==> config.mk <==
export PLATFORM = sky130hd
export DESIGN_NAME = serial_subtractor
export DESIGN_NICKNAME = d
export VERILOG_FILES = /design/src/rtl/serial_subtractor.sv
export SDC_FILE = /design/constraint.sdc
export NUM_CORES = 1
export LEC_CHECK = 0
export BUFFER_PORTS_ARGS = -buffer_cell sky130_fd_sc_hd__buf_2
export CAP_MARGIN = 5
export CORE_UTILIZATION = 55
export DETAILED_ROUTE_END_ITERATION = 8
export GPL_ROUTABILITY_DRIVEN = 0
export PLACE_DENSITY = 0.81
export SLEW_MARGIN = 10
export SYNTH_ARGS = -nofsm -noshare
export SYNTH_HDL_FRONTEND = slang
export SYNTH_SLANG_ARGS = --single-unit
export TNS_END_PERCENT = 1
==> constraint.sdc <==
create_clock -name clk -period 2.4 [get_ports clk]
set_input_delay 0 -clock clk [delete_from_list [all_inputs] [get_ports clk]]
set_output_delay 0 -clock clk [all_outputs]
set_load 0.05 [all_outputs]
==> src/rtl/serial_subtractor.sv <==
// Bit-serial two's-complement subtractor: s = a - b - c_in, one bit per clock, LSB first.
// One full-subtractor cell plus a borrow flip-flop, framed by a start/busy/done handshake.
module serial_subtractor #(
  parameter int WIDTH = 4
) (
  input  logic             clk,
  input  logic             rst,
  input  logic             start,
  input  logic [WIDTH-1:0] a,
  input  logic [WIDTH-1:0] b,
  input  logic             c_in,
  output logic [WIDTH-1:0] s,
  output logic             c_out,
  output logic             zero,
  output logic             busy,
  output logic             done
);

  localparam int CW = (WIDTH > 2) ? $clog2(WIDTH) : 1;

  localparam logic [1:0] IDLE  = 2'd0;
  localparam logic [1:0] SHIFT = 2'd1;
  localparam logic [1:0] DONE  = 2'd2;

  localparam logic [CW-1:0] LAST = CW'(WIDTH - 1);
  localparam logic [CW-1:0] ONE  = CW'(1);

  logic [1:0]       r_state;
  logic [WIDTH-1:0] r_a;
  logic [WIDTH-1:0] r_b;
  logic [WIDTH-1:0] r_s;
  logic             r_borrow;
  logic [CW-1:0]    r_cnt;
  logic             r_c_out;
  logic             r_zero;

  logic             w_d;
  logic             w_borrow;
  logic [WIDTH-1:0] w_s_next;
  logic             w_last;

  always_comb begin
    w_d      = r_a[0] ^ r_b[0] ^ r_borrow;
    w_borrow = (~r_a[0] & r_b[0]) | (~(r_a[0] ^ r_b[0]) & r_borrow);
    w_s_next = {w_d, r_s[WIDTH-1:1]};
    w_last   = (r_cnt == LAST);
  end

  always_ff @(posedge clk) begin
    if (rst) begin
      r_state  <= IDLE;
      r_a      <= '0;
      r_b      <= '0;
      r_s      <= '0;
      r_borrow <= 1'b0;
      r_cnt    <= '0;
      r_c_out  <= 1'b0;
      r_zero   <= 1'b0;
    end else begin
      case (r_state)
        IDLE, DONE: begin
          if (start) begin
            r_a      <= a;
            r_b      <= b;
            r_borrow <= c_in;
            r_cnt    <= '0;
            r_s      <= '0;
            r_state  <= SHIFT;
          end else begin
            r_state  <= IDLE;
          end
        end
        SHIFT: begin
          r_s      <= w_s_next;
          r_a      <= r_a >> 1;
          r_b      <= r_b >> 1;
          r_borrow <= w_borrow;
          r_cnt    <= r_cnt + ONE;
          // Last bit: publish the final borrow and zero flag alongside the completed s.
          if (w_last) begin
            r_c_out <= w_borrow;
            r_zero  <= (w_s_next == '0);
            r_state <= DONE;
          end
        end
        default: r_state <= IDLE;
      endcase
    end
  end

  assign s     = r_s;
  assign c_out = r_c_out;
  assign zero  = r_zero;
  assign busy  = (r_state == SHIFT);
  assign done  = (r_state == DONE);

endmodule

* Word level (Yosys, flattened, before mapping)
Index checks and enable logic that the tools add are counted.
** Word-level totals
- Word-level logic and storage cells :: 40
- Output and inout bits :: 8
- Register bits after elaboration :: 19
** Cells by class
- Bitwise logic cells :: 7
- Reduce and logical (&&, ||, !) cells :: 6
- $add $sub $neg :: 1
- Eq/ne operators :: 5
- Mux-type cells :: 13
** Operator list (number)
- $pmux 4 s2 :: 3
- $mux 4 :: 3
- $pmux 2 s2 :: 2
- $eq 2x2->1 const B :: 2
- $logic_not 4->1 :: 1
- $mux 2 :: 2
- $reduce_and 2->1 :: 2
- $add 2x1->2 const B :: 1
- $and 1x1->1 :: 2
- $eq 2x1->1 const B :: 1
- $logic_not 2->1 :: 1
- $mux 1 :: 2
- $ne 2x1->1 const B :: 1
- $ne 2x2->1 const B :: 1
- $not 1->1 :: 2
- $pmux 1 s2 :: 1
- $reduce_bool 2->1 :: 1
- $reduce_or 2->1 :: 1
- $xor 1x1->1 :: 2
- $or 1x1->1 :: 1

* Depth between registers and ports, before layout
- Word-level depth :: 5
- Mapped depth :: 5

* Least setup slack after synthesis
Ideal clock, no wire load.
- Kind :: register -> register
- From :: reg r_b[0]
- To :: reg r_zero (netlist: zero)
- Path slack :: 1139 ps
- Cell stages (with the launch flop) :: 6
- Buffers on the path :: 0
- Required time :: 2330 ps
- Clock period less this slack :: 1261 ps
- Data arrival time :: 1191 ps
- Path through :: dfxtp_1 -> inv_1 -> fa_1 -> nor4_1 -> nand3_1 -> a21oi_1
** On the way
- Cells in the longest elaborated chain, start to end :: 3
** Ends and longest elaborated chain
- start: declaration :: RTL line 30 : logic [WIDTH-1:0] r_b;
- start signal: assignment :: RTL line 76 : r_b <= r_b >> 1;
- $xor 1x1->1 (2 in a row) :: RTL line 43 : w_d = r_a[0] ^ r_b[0] ^ r_borrow;
- $logic_not 4->1 :: RTL line 82 : r_zero <= (w_s_next == '0);
- end signal: assignment :: RTL line 82
- end: declaration :: RTL line 35 : logic r_zero;
Every way passes these cells.
A chain may end at the register's enable or synchronous reset.

* Worst setup path in the final report
- From :: reg r_state[0]
- To :: out busy
** On the way
- Cells in the longest elaborated chain, start to end :: 1
** Ends and longest elaborated chain
- start: declaration :: RTL line 28 : logic [1:0] r_state;
- start signal: assignment :: RTL line 51 : r_state <= IDLE;
- start signal: assignment :: RTL line 68 : r_state <= SHIFT;
- start signal: assignment :: RTL line 70 : r_state <= IDLE;
- $eq 2x1->1 :: RTL line 94 : assign busy = (r_state == SHIFT);
- end: declaration :: RTL line 15 : output logic busy,
Every way passes these cells.

==> impl_metrics.json <==
{
  "violations": "negative hold slack",
  "fin_nets": 133,
  "tightest_slew_ps": 1040,
  "crit_arrival_ps": 1840,
  "postPlaceCellArea_um2": 920,
  "synthTopCellsByArea": "dfxtp_1, a311oi_2, nand2_1",
  "ys_warn_count": 0,
  "grt_pass1_vias": 717,
  "cts_htree_levels": 1,
  "wire_per_inst_um": 12.6,
  "whs_ps": -2.72,
  "status": "finished, violations left",
  "gr-total-overflow": 0,
  "finalSetupTns_ps": 0,
  "fillers": 115,
  "setup_viol": 0,
  "vdd_drop_max_mv": 0.520,
  "worstSetupPathType": "flip-flop to output pin",
  "hold_viol": 2,
  "drtIter0Drc": 29,
  "max_freq_mhz": 542,
  "cp-end-kind": "output pin",
  "synth_nets": 111,
  "io_buffers": 19,
  "via_per_inst": 5.72,
  "fin_skew_ps": 3.52,
  "drcViolationCount": 0,
  "fp.dieW_um": 41.8,
  "wirelength_um": 1680,
  "io_pins": 20,
  "dr.pass1.iters": 4,
  "wl_met2_um": 879,
  "core-area_um2": 1380,
  "rsz0062_at_grt": "no",
  "slew_viol_final": 0,
  "syn-cell-area_um2": 870,
  "dpl_worst_slack_ps": 773,
  "grtUsageTotal": 0.208,
  "drtAntennaViolNets": 0,
  "dpl.hpwl_um": 1100,
  "final_cell_mix": "nand2_1, dfxtp_1, buf_2",
  "cp_max_fo": 24,
  "vias": 761,
  "syn-instance-count": 97,
  "worst_skew_pair.late_latency_ps": 290,
  "cts_max_path_buffers": 2,
  "cp-startpoint": "r_state[0]$_SDFFE_PP0P_",
  "netlist.top_cell.by_area": "dfxtp_1",
  "crit_required_ps": 2400,
  "fin_area_um2": 1010,
  "start_util": 0.629,
  "num_rows": 13,
  "path_clk_slew_ps": 110,
  "drive_gt1_frac": 0.263,
  "leakagePower_nw": 0.409,
  "grt_antenna_before_repair": 0,
  "numCtsBuffers": 3,
  "p_per_area_nw_per_um2": 621,
  "cts_tree": "built",
  "grt_pass1_wl_um": 2860,
  "root_buffer": "clkbuf_4",
  "dieArea_um2": 1740,
  "n_antenna_cell": 0,
  "die_y_um": 41.8,
  "min_from": "b[2]",
  "synth_top_area_share": 0.437,
  "crit_path_start_kind": "flip-flop",
  "drv_cap": 0,
  "synth-seq-area-share": 0.437,
  "relSlewSlack": 0.305,
  "grt_max_degree": 25,
  "worst_slack_ps": 555,
  "dr.max_layer_used": "met4",
  "wl_met1_um": 708,
  "rr_startpoint": "r_state[1]$_SDFFE_PP0P_",
  "syn_area_per_cell_um2": 8.96,
  "post-route-min-period_ps": 1840,
  "yosysUniqueCellTypes": 19,
  "area_growth_pct": 15.8,
  "wl_met3_um": 85,
  "hold_path_class": "input pin to flip-flop",
  "ys_ff_latch": 19,
  "cts_sinks": 19,
  "fin_crit_sh": 0.769,
  "layout_commonest_cell": "nand2_1"
}
==> path summary, 6_finish.rpt <==
path	to	slack (ps)	cells past startpoint
min reg2reg	zero$_SDFFE_PP0P_	470	2
max	busy	560	3
min	r_b[2]$_SDFFE_PP0P_	-3	3
max reg2reg	r_b[0]$_SDFFE_PP0P_	720	3
==> synthesized netlist by cell type <==
| library cell | instances |
|---|---|
| nand2_1 | 20 |
| a2bb2oi_1 | 1 |
| nand2b_1 | 3 |
| nand3b_1 | 1 |
| buf_4 | 2 |
| inv_6 | 1 |
| nand3_1 | 10 |
| a311oi_2 | 7 |
| nor2_1 | 8 |
| o21a_1 | 1 |
| fa_1 | 1 |
| nor4_1 | 1 |
| buf_2 | 3 |
| ha_1 | 1 |
| buf_6 | 3 |
| inv_1 | 2 |
| nor2b_1 | 2 |
| a21oi_1 | 11 |
| dfxtp_1 | 19 |
==> stage by stage <==
stage           util  std cells  hold slack, ps  total power [mW]
3_3_place_gp   0.665        123             242             0.460
3_5_place_dp   0.665        123             252             0.465
4_1_cts        0.729        133            1.58             0.627
2_1_floorplan      -         97             136             0.450
6_report       0.729        133           -2.72             0.626
5_1_grt        0.729        133            12.8             0.650
==> metal layers <==
metal	GRT usage	vias to the layer above
met3	0.0391	2
li1	-	374
met1	0.235	356
met4	0.0774	0
met5	0	-
met2	0.381	29
==> timing repair <==
item / 4_1_cts / 5_1_grt
setup buffers: 0 / 0
resized for setup: 0 / 0
endpoints found under the hold margin: 6 / 0
hold buffers: 6 / 0
==> final cells by class <==
| class | instances | area [um2] | area share |
|---|---|---|---|
| clock buffer | 3 | 22.5 | 0.0224 |
| clock inverter | 1 | 5.00 | 0.00497 |
| inverter | 3 | 16.3 | 0.0161 |
| multi-input combinational | 67 | 409 | 0.406 |
| sequential | 19 | 380 | 0.378 |
| tap | 15 | 18.8 | 0.0186 |
| timing repair buffer | 25 | 155 | 0.154 |
==> worst max-delay path: stages, from the launching register on <==
cell      delay, ps
dfxtp_1         400
nand2b_1        560
inv_6           290
buf_2           290
==> sequential cells by signal (all words and copies together), names as in the netlist <==
register,flops
c_out,1
r_cnt,2
zero,1
r_a,4
r_b,4
s,4
r_borrow,1
r_state,2
==> power breakdown <==
part	internal, mW	switching, mW
sequential	0.334	0.0119
combinational	0.0472	0.0738
clock	0.0620	0.0971
total	0.443	0.183
==> cells by family after synthesis <==
group / share of synthesized area
fa+ha+maj: 0.0374
flops: 0.437
buf+inv: 0.0921
simple gates: 0.230
compound gates: 0.203
Power figures use the tool's default switching activity.
